### src/rtl/interp_pkg.sv
// Definitions shared by the upsampling delay line and the 7-tap interpolation filter.
package interp_pkg;

    localparam int NTAPS = 7;

    function automatic int tap_width(input int data_width);
        return data_width + 2;
    endfunction

    typedef enum logic {
        IDLE  = 1'b0,
        STUFF = 1'b1
    } state_e;

endpackage

### src/rtl/registrador_deslocamento.sv
// DEPTH-deep shift register of WIDTH-bit words; word 0 (LSBs of taps) is the newest entry.
module registrador_deslocamento
    import interp_pkg::*;
#(
    parameter int WIDTH = 10,
    parameter int DEPTH = NTAPS
) (
    input  logic                     clk,
    input  logic                     rst_n,
    input  logic                     shift_en,
    input  logic [WIDTH-1:0]         din,
    output logic [DEPTH*WIDTH-1:0]   taps
);

    logic [DEPTH*WIDTH-1:0] taps_d;
    logic [DEPTH*WIDTH-1:0] taps_q;

    always_comb begin
        taps_d = taps_q;
        if (shift_en) begin
            taps_d = {taps_q[(DEPTH-1)*WIDTH-1:0], din};
        end
    end

    // NOTE: the window is reset because every word is a visible output; a plain
    // data memory behind a valid flag would normally be left without reset.
    always_ff @(posedge clk or negedge rst_n) begin
        if (!rst_n) begin
            taps_q <= '0;
        end else begin
            // NOTE: non-blocking so every word samples the pre-edge window together.
            taps_q <= taps_d;
        end
    end

    assign taps = taps_q;

endmodule

### src/rtl/linha_atraso_up.sv
// Upsampling tap delay line: inserts UPSAMPLE-1 stuffed samples after each input.
// Optional macro LINHA_ATRASO_HOLD_EN: stuffed slots repeat the last sample (zero-order hold).
module linha_atraso_up
    import interp_pkg::*;
#(
    parameter int DATA_WIDTH = 8,
    parameter int UPSAMPLE   = 2
) (
    input  logic                    clk,
    input  logic                    rst_n,
    input  logic [DATA_WIDTH-1:0]   in_sample,
    input  logic                    in_valid,
    output logic                    in_ready,
    output logic [DATA_WIDTH+1:0]   tap0,
    output logic [DATA_WIDTH+1:0]   tap1,
    output logic [DATA_WIDTH+1:0]   tap2,
    output logic [DATA_WIDTH+1:0]   tap3,
    output logic [DATA_WIDTH+1:0]   tap4,
    output logic [DATA_WIDTH+1:0]   tap5,
    output logic [DATA_WIDTH+1:0]   tap6,
    output logic                    out_valid,
    input  logic                    out_ready
);

    localparam int TW = tap_width(DATA_WIDTH);
    localparam int PW = 4;
    localparam logic [PW-1:0] LAST_PHASE = PW'(UPSAMPLE - 1);

    state_e           state_d, state_q;
    logic [PW-1:0]    phase_d, phase_q;
    logic             out_valid_d, out_valid_q;
    logic             free;
    logic             shift_en;
    logic [TW-1:0]    shift_val;
    logic [TW-1:0]    sample_ext;
    logic [TW-1:0]    stuff_val;
    logic [NTAPS*TW-1:0] taps;

    assign sample_ext = {{2{in_sample[DATA_WIDTH-1]}}, in_sample};
    assign free       = !out_valid_q || out_ready;
    assign in_ready   = (state_q == IDLE) && free;

`ifdef LINHA_ATRASO_HOLD_EN
    logic [TW-1:0] hold_d, hold_q;

    always_comb begin
        hold_d = hold_q;
        if (state_q == IDLE && in_valid && in_ready) begin
            hold_d = sample_ext;
        end
    end

    always_ff @(posedge clk or negedge rst_n) begin
        if (!rst_n) begin
            hold_q <= '0;
        end else begin
            hold_q <= hold_d;
        end
    end

    assign stuff_val = hold_q;
`else
    assign stuff_val = '0;
`endif

    // NOTE: every variable gets a default first so no path can infer a latch.
    always_comb begin
        state_d     = state_q;
        phase_d     = phase_q;
        shift_en    = 1'b0;
        shift_val   = '0;
        case (state_q)
            IDLE: begin
                if (in_valid && in_ready) begin
                    shift_en  = 1'b1;
                    shift_val = sample_ext;
                    if (UPSAMPLE > 1) begin
                        phase_d = {{(PW-1){1'b0}}, 1'b1};
                        state_d = STUFF;
                    end
                end
            end
            STUFF: begin
                if (free) begin
                    shift_en  = 1'b1;
                    shift_val = stuff_val;
                    if (phase_q == LAST_PHASE) begin
                        phase_d = '0;
                        state_d = IDLE;
                    end else begin
                        phase_d = phase_q + {{(PW-1){1'b0}}, 1'b1};
                    end
                end
            end
            default: begin
                state_d = IDLE;
                phase_d = '0;
            end
        endcase

        // A shift always presents a fresh window; a consumed window with no shift empties.
        out_valid_d = out_valid_q;
        if (shift_en) begin
            out_valid_d = 1'b1;
        end else if (free) begin
            out_valid_d = 1'b0;
        end
    end

    always_ff @(posedge clk or negedge rst_n) begin
        if (!rst_n) begin
            state_q     <= IDLE;
            phase_q     <= '0;
            out_valid_q <= 1'b0;
        end else begin
            state_q     <= state_d;
            phase_q     <= phase_d;
            out_valid_q <= out_valid_d;
        end
    end

    registrador_deslocamento #(
        .WIDTH (TW),
        .DEPTH (NTAPS)
    ) u_janela (
        .clk      (clk),
        .rst_n    (rst_n),
        .shift_en (shift_en),
        .din      (shift_val),
        .taps     (taps)
    );

    assign tap0      = taps[0*TW +: TW];
    assign tap1      = taps[1*TW +: TW];
    assign tap2      = taps[2*TW +: TW];
    assign tap3      = taps[3*TW +: TW];
    assign tap4      = taps[4*TW +: TW];
    assign tap5      = taps[5*TW +: TW];
    assign tap6      = taps[6*TW +: TW];
    assign out_valid = out_valid_q;

endmodule

### config.mk
export PLATFORM = sky130hd
export DESIGN_NAME = linha_atraso_up
export DESIGN_NICKNAME = d
export VERILOG_FILES = /design/src/rtl/interp_pkg.sv /design/src/rtl/registrador_deslocamento.sv /design/src/rtl/linha_atraso_up.sv
export SDC_FILE = /design/constraint.sdc
export NUM_CORES = 1
export LEC_CHECK = 0
export CELL_PAD_IN_SITES_DETAIL_PLACEMENT = 0
export CELL_PAD_IN_SITES_GLOBAL_PLACEMENT = 1
export CORE_AREA = 10 10 75 140
export DETAILED_ROUTE_END_ITERATION = 8
export DIE_AREA = 0 0 85 150
export PLACE_DENSITY_LB_ADDON = 0.1
export SETUP_SLACK_MARGIN = 0.05
export SLEW_MARGIN = 30
export SYNTH_ARGS = -nofsm -noshare
export SYNTH_HDL_FRONTEND = slang
export SYNTH_SLANG_ARGS = --single-unit
### constraint.sdc
create_clock -name clk -period 1.4 [get_ports clk]
set_input_delay 0.28 -clock clk [delete_from_list [all_inputs] [get_ports clk]]
set_output_delay 0.28 -clock clk [all_outputs]
set_load 0.02 [all_outputs]
==> flow_summary.json <==
{
  "synthAdderAreaFrac_pct": 0.945,
  "synthTopCellsByArea": "sky130_fd_sc_hd__dfrtp_1 59%, sky130_fd_sc_hd__mux2_4 12%, sky130_fd_sc_hd__mux2_2 11%",
  "worst_slew_pin_slew_ns": 0.388,
  "vias_in_the_first_global_route": 1915,
  "final_area_sq_mm": 0.00404,
  "r2r_worst_path_depth": 6,
  "p_leak_nw": 2.03,
  "die_w_um": 85,
  "detail_route.drc_violations": 0,
  "core_area_sq_mm": 0.00829,
  "power.clock.fraction_pct": 22.0,
  "clock_tree.root_cell": "sky130_fd_sc_hd__clkbuf_16",
  "post_route_skew_ns": 0.00390,
  "grt_first_pass_wirelength_um": 10500,
  "drive_above_1_share_pct": 55.4,
  "register_area_share_after_synthesis_pct": 58.6,
  "detailroute.via_count": 1725,
  "drv_slew": 0,
  "rsz0062_at_grt": "yes",
  "vias_per_cell": 4.61,
  "wl_per_cell_um": 18.4,
  "switching_share_pct": 35.7,
  "setup-violations-final": 37,
  "worstSetupStartpointType": "flip-flop",
  "route.antenna.remaining_nets": 0,
  "routabilityCongestion": 0.774,
  "critical_path.slowest_cell": "sky130_fd_sc_hd__dfrtp_2",
  "clk_pin_slew_ns": 0.05,
  "buffer_ports.inserted": 83,
  "switchingPower_mw": 3.36,
  "synth_cells": 167,
  "timing.final.ws_setup_ns": -0.0858,
  "period_share_pct": 106,
  "cts_max_path_buffers": 2,
  "boundaryPins": 84,
  "number_of_antenna_violations_at_the_first_check_in_global_routing": 0,
  "ys_ff_latch": 62,
  "synth_top_cell_by_area": "sky130_fd_sc_hd__dfrtp_1",
  "timing.rr.end": "u_janela.taps[12]",
  "synth_compound_gate_area_share_pct": 5.05,
  "final_cell_count_no_fill": 374,
  "crit_fanout": 12,
  "clock_network_latency_to_the_later_pin_of_the_worst_skew_pair_ns": 0.32,
  "area_growth_syn_to_layout_pct": 52.4,
  "synthXorXnorAreaFrac_pct": 0,
  "grt_usage_pct": 10.6,
  "min_period_ns": 1.49,
  "worstPathArrival_ns": 1.68,
  "placementRows": 47,
  "reg2reg_setup_slack_ns": -0.09,
  "r2r_start": "out_valid",
  "final_cell_mix": "59 x sky130_fd_sc_hd__dfrtp_1, 36 x sky130_fd_sc_hd__mux2_4, 24 x sky130_fd_sc_hd__clkbuf_2, 20 x sky130_fd_sc_hd__buf_4, 19 x sky130_fd_sc_hd__clkdlybuf4s15_1",
  "synth_top_family_by_area": "multiplexers",
  "cp_data_required_time_ns": 1.60,
  "final-hold-violation-count": 0,
  "detail_route.iter0.violations": 47,
  "biggest_cell_delay_along_the_critical_path_ns": 0.40,
  "critical_path.endpoint_type": "flip-flop",
  "diodes": 0,
  "dp_cell_count": 346,
  "cts_htree_levels": 3,
  "synth_top_area_share_pct": 58.6,
  "violations_in_the_final_reports": "setup timing",
  "drt_pre_antenna_iters": 4,
  "fp.dieH_um": 150,
  "category_of_the_critical_setup_timing_path": "flip-flop to flip-flop",
  "status": "finished, violations left",
  "nets": 286,
  "internal-power_mw": 6.06,
  "crit_chain": "nor2b_4 -> buf_6 -> nor2_4 -> buf_4 -> buf_12 -> mux2_2",
  "power.density_cell_area_mw_per_mm2": 2330,
  "syn_area_sq_mm": 0.00265,
  "power.combinational.fraction_pct": 45.8,
  "synth.mux.area_fraction_pct": 23.4,
  "finalWirelength_um": 6890,
  "vdd_ir_drop_max_mv": 0.997,
  "max_cap_violations": 0,
  "yosysWarnings": 0,
  "placed_cell_area_sq_mm": 0.00359,
  "syn-mean-instance-area_sq_um": 15.9,
  "cts-buffers-inserted": 9,
  "start_util_pct": 31.9,
  "synth-simple-area-share_pct": 4.53,
  "grt_overflow": 0,
  "p_seq_share_pct": 32.2,
  "maxSlewHeadroom_pct": 74.1,
  "clock-sinks": 62,
  "timing.fmax_mhz": 673,
  "mostFrequentLayoutCell": "sky130_fd_sc_hd__dfrtp_1",
  "worstHoldPathType": "input pin to async pin",
  "dpl.hpwl_um": 4670,
  "tritoncts_clock_tree": "built",
  "synth.lib_cells_used.distinct": 28,
  "pin_count_of_the_biggest_net_entering_global_routing": 38,
  "fp.dieArea_sq_mm": 0.0128,
  "synth.net_count": 181
}
## power by group through the flow
stage	logic (mW)	registers [mW]	clock network, mW
6_report	4.32	3.03	2.07
5_1_grt	4.60	3.17	2.22
4_1_cts	4.08	3.02	2.14
3_5_place_dp	4.33	3.05	0
3_3_place_gp	4.32	3.05	0
2_1_floorplan	1.78	3.66	0
## worst max-delay path by stage
stage	slack [ns]	depth (start not counted)	to	startpoint
after floorplan	-0.08	6	u_janela.taps[14]	out_valid
after global placement	-0.46	6	u_janela.taps[51]	out_ready
after detailed placement	-0.48	5	u_janela.taps[9]	out_ready
after CTS	-0.11	5	u_janela.taps[12]	out_valid
after global routing	-0.15	6	u_janela.taps[11]	out_valid
final	-0.09	6	u_janela.taps[12]	out_valid
## state kept, by name, summed over array words and instances (netlist names)
register and cells:
u_janela.taps 56, out_valid 1, phase_q 4, state_q 1
## cell usage after synthesis (all sizes together)
master / n
ha: 2
or4b: 1
o31ai: 1
buf: 21
or3b: 1
dfrtp: 62
nor2: 3
and2: 1
nor3b: 1
o21ai: 4
inv: 2
a21oi: 1
or2b: 1
o22ai: 2
a22o: 8
or3: 1
a211oi: 1
nand2b: 2
mux2: 48
nand3: 2
nor2b: 2
## cell families after synthesis
group / after synthesis
AO/OA/AOI/OAI: 17
buffers and inverters: 23
flip-flops: 62
adder cells (fa/ha/maj): 2
AND/OR/NAND/NOR: 15
multiplexers: 48
## stage by stage
step	setup TNS [ns]	total power [mW]	setup slack, ns	hold WS, ns	util [%]
floorplan	-1.62	5.44	-0.0830	-0.0156	-
detailed placement	-25.55	7.38	-0.481	0.228	43.3
finish	-2.69	9.42	-0.0858	0.416	48.7
global placement	-25.31	7.37	-0.455	0.228	43.3
CTS	-2.22	9.24	-0.107	0.423	47.5
global route	-4.72	10.0	-0.149	0.443	48.7
## worst max-delay path, delay by kind of cell, from the launching register on
| family | cells | cell delay [ns] |
|---|---|---|
| buffers and inverters | 3 | 0.38 |
| and+or+nand+nor | 2 | 0.24 |
| DFF | 1 | 0.40 |
| muxes | 1 | 0.34 |
## layout make-up
class | instances | area, sq um
multi-input combinational | 82 | 1030
inverter | 2 | 7.51
clock buffer | 15 | 288
sequential | 62 | 1560
fill | 742 | 4260
tap | 98 | 123
timing repair buffer | 115 | 1040
## metal layers
| layer | vias up | GRT usage, % | routed length [um] |
|---|---|---|---|
| met5 | - | 0 | 0 |
| met4 | 0 | 4.97 | 78 |
| met3 | 8 | 5.55 | 566 |
| met2 | 63 | 17.4 | 3590 |
| met1 | 868 | 10.7 | 2650 |
| li1 | 786 | - | - |
## what timing repair did
| action | in CTS | in global routing |
|---|---|---|
| hold buffers | 1 | 0 |
| gates resized for setup | 130 | 88 |
| cloned | 0 | 3 |
| setup endpoints to repair | 133 | 101 |
| pin swaps | 4 | 3 |
| hold endpoints to repair | 13 | 0 |
| buffers inserted | 4 | 5 |
Power figures use the tool's default switching activity.
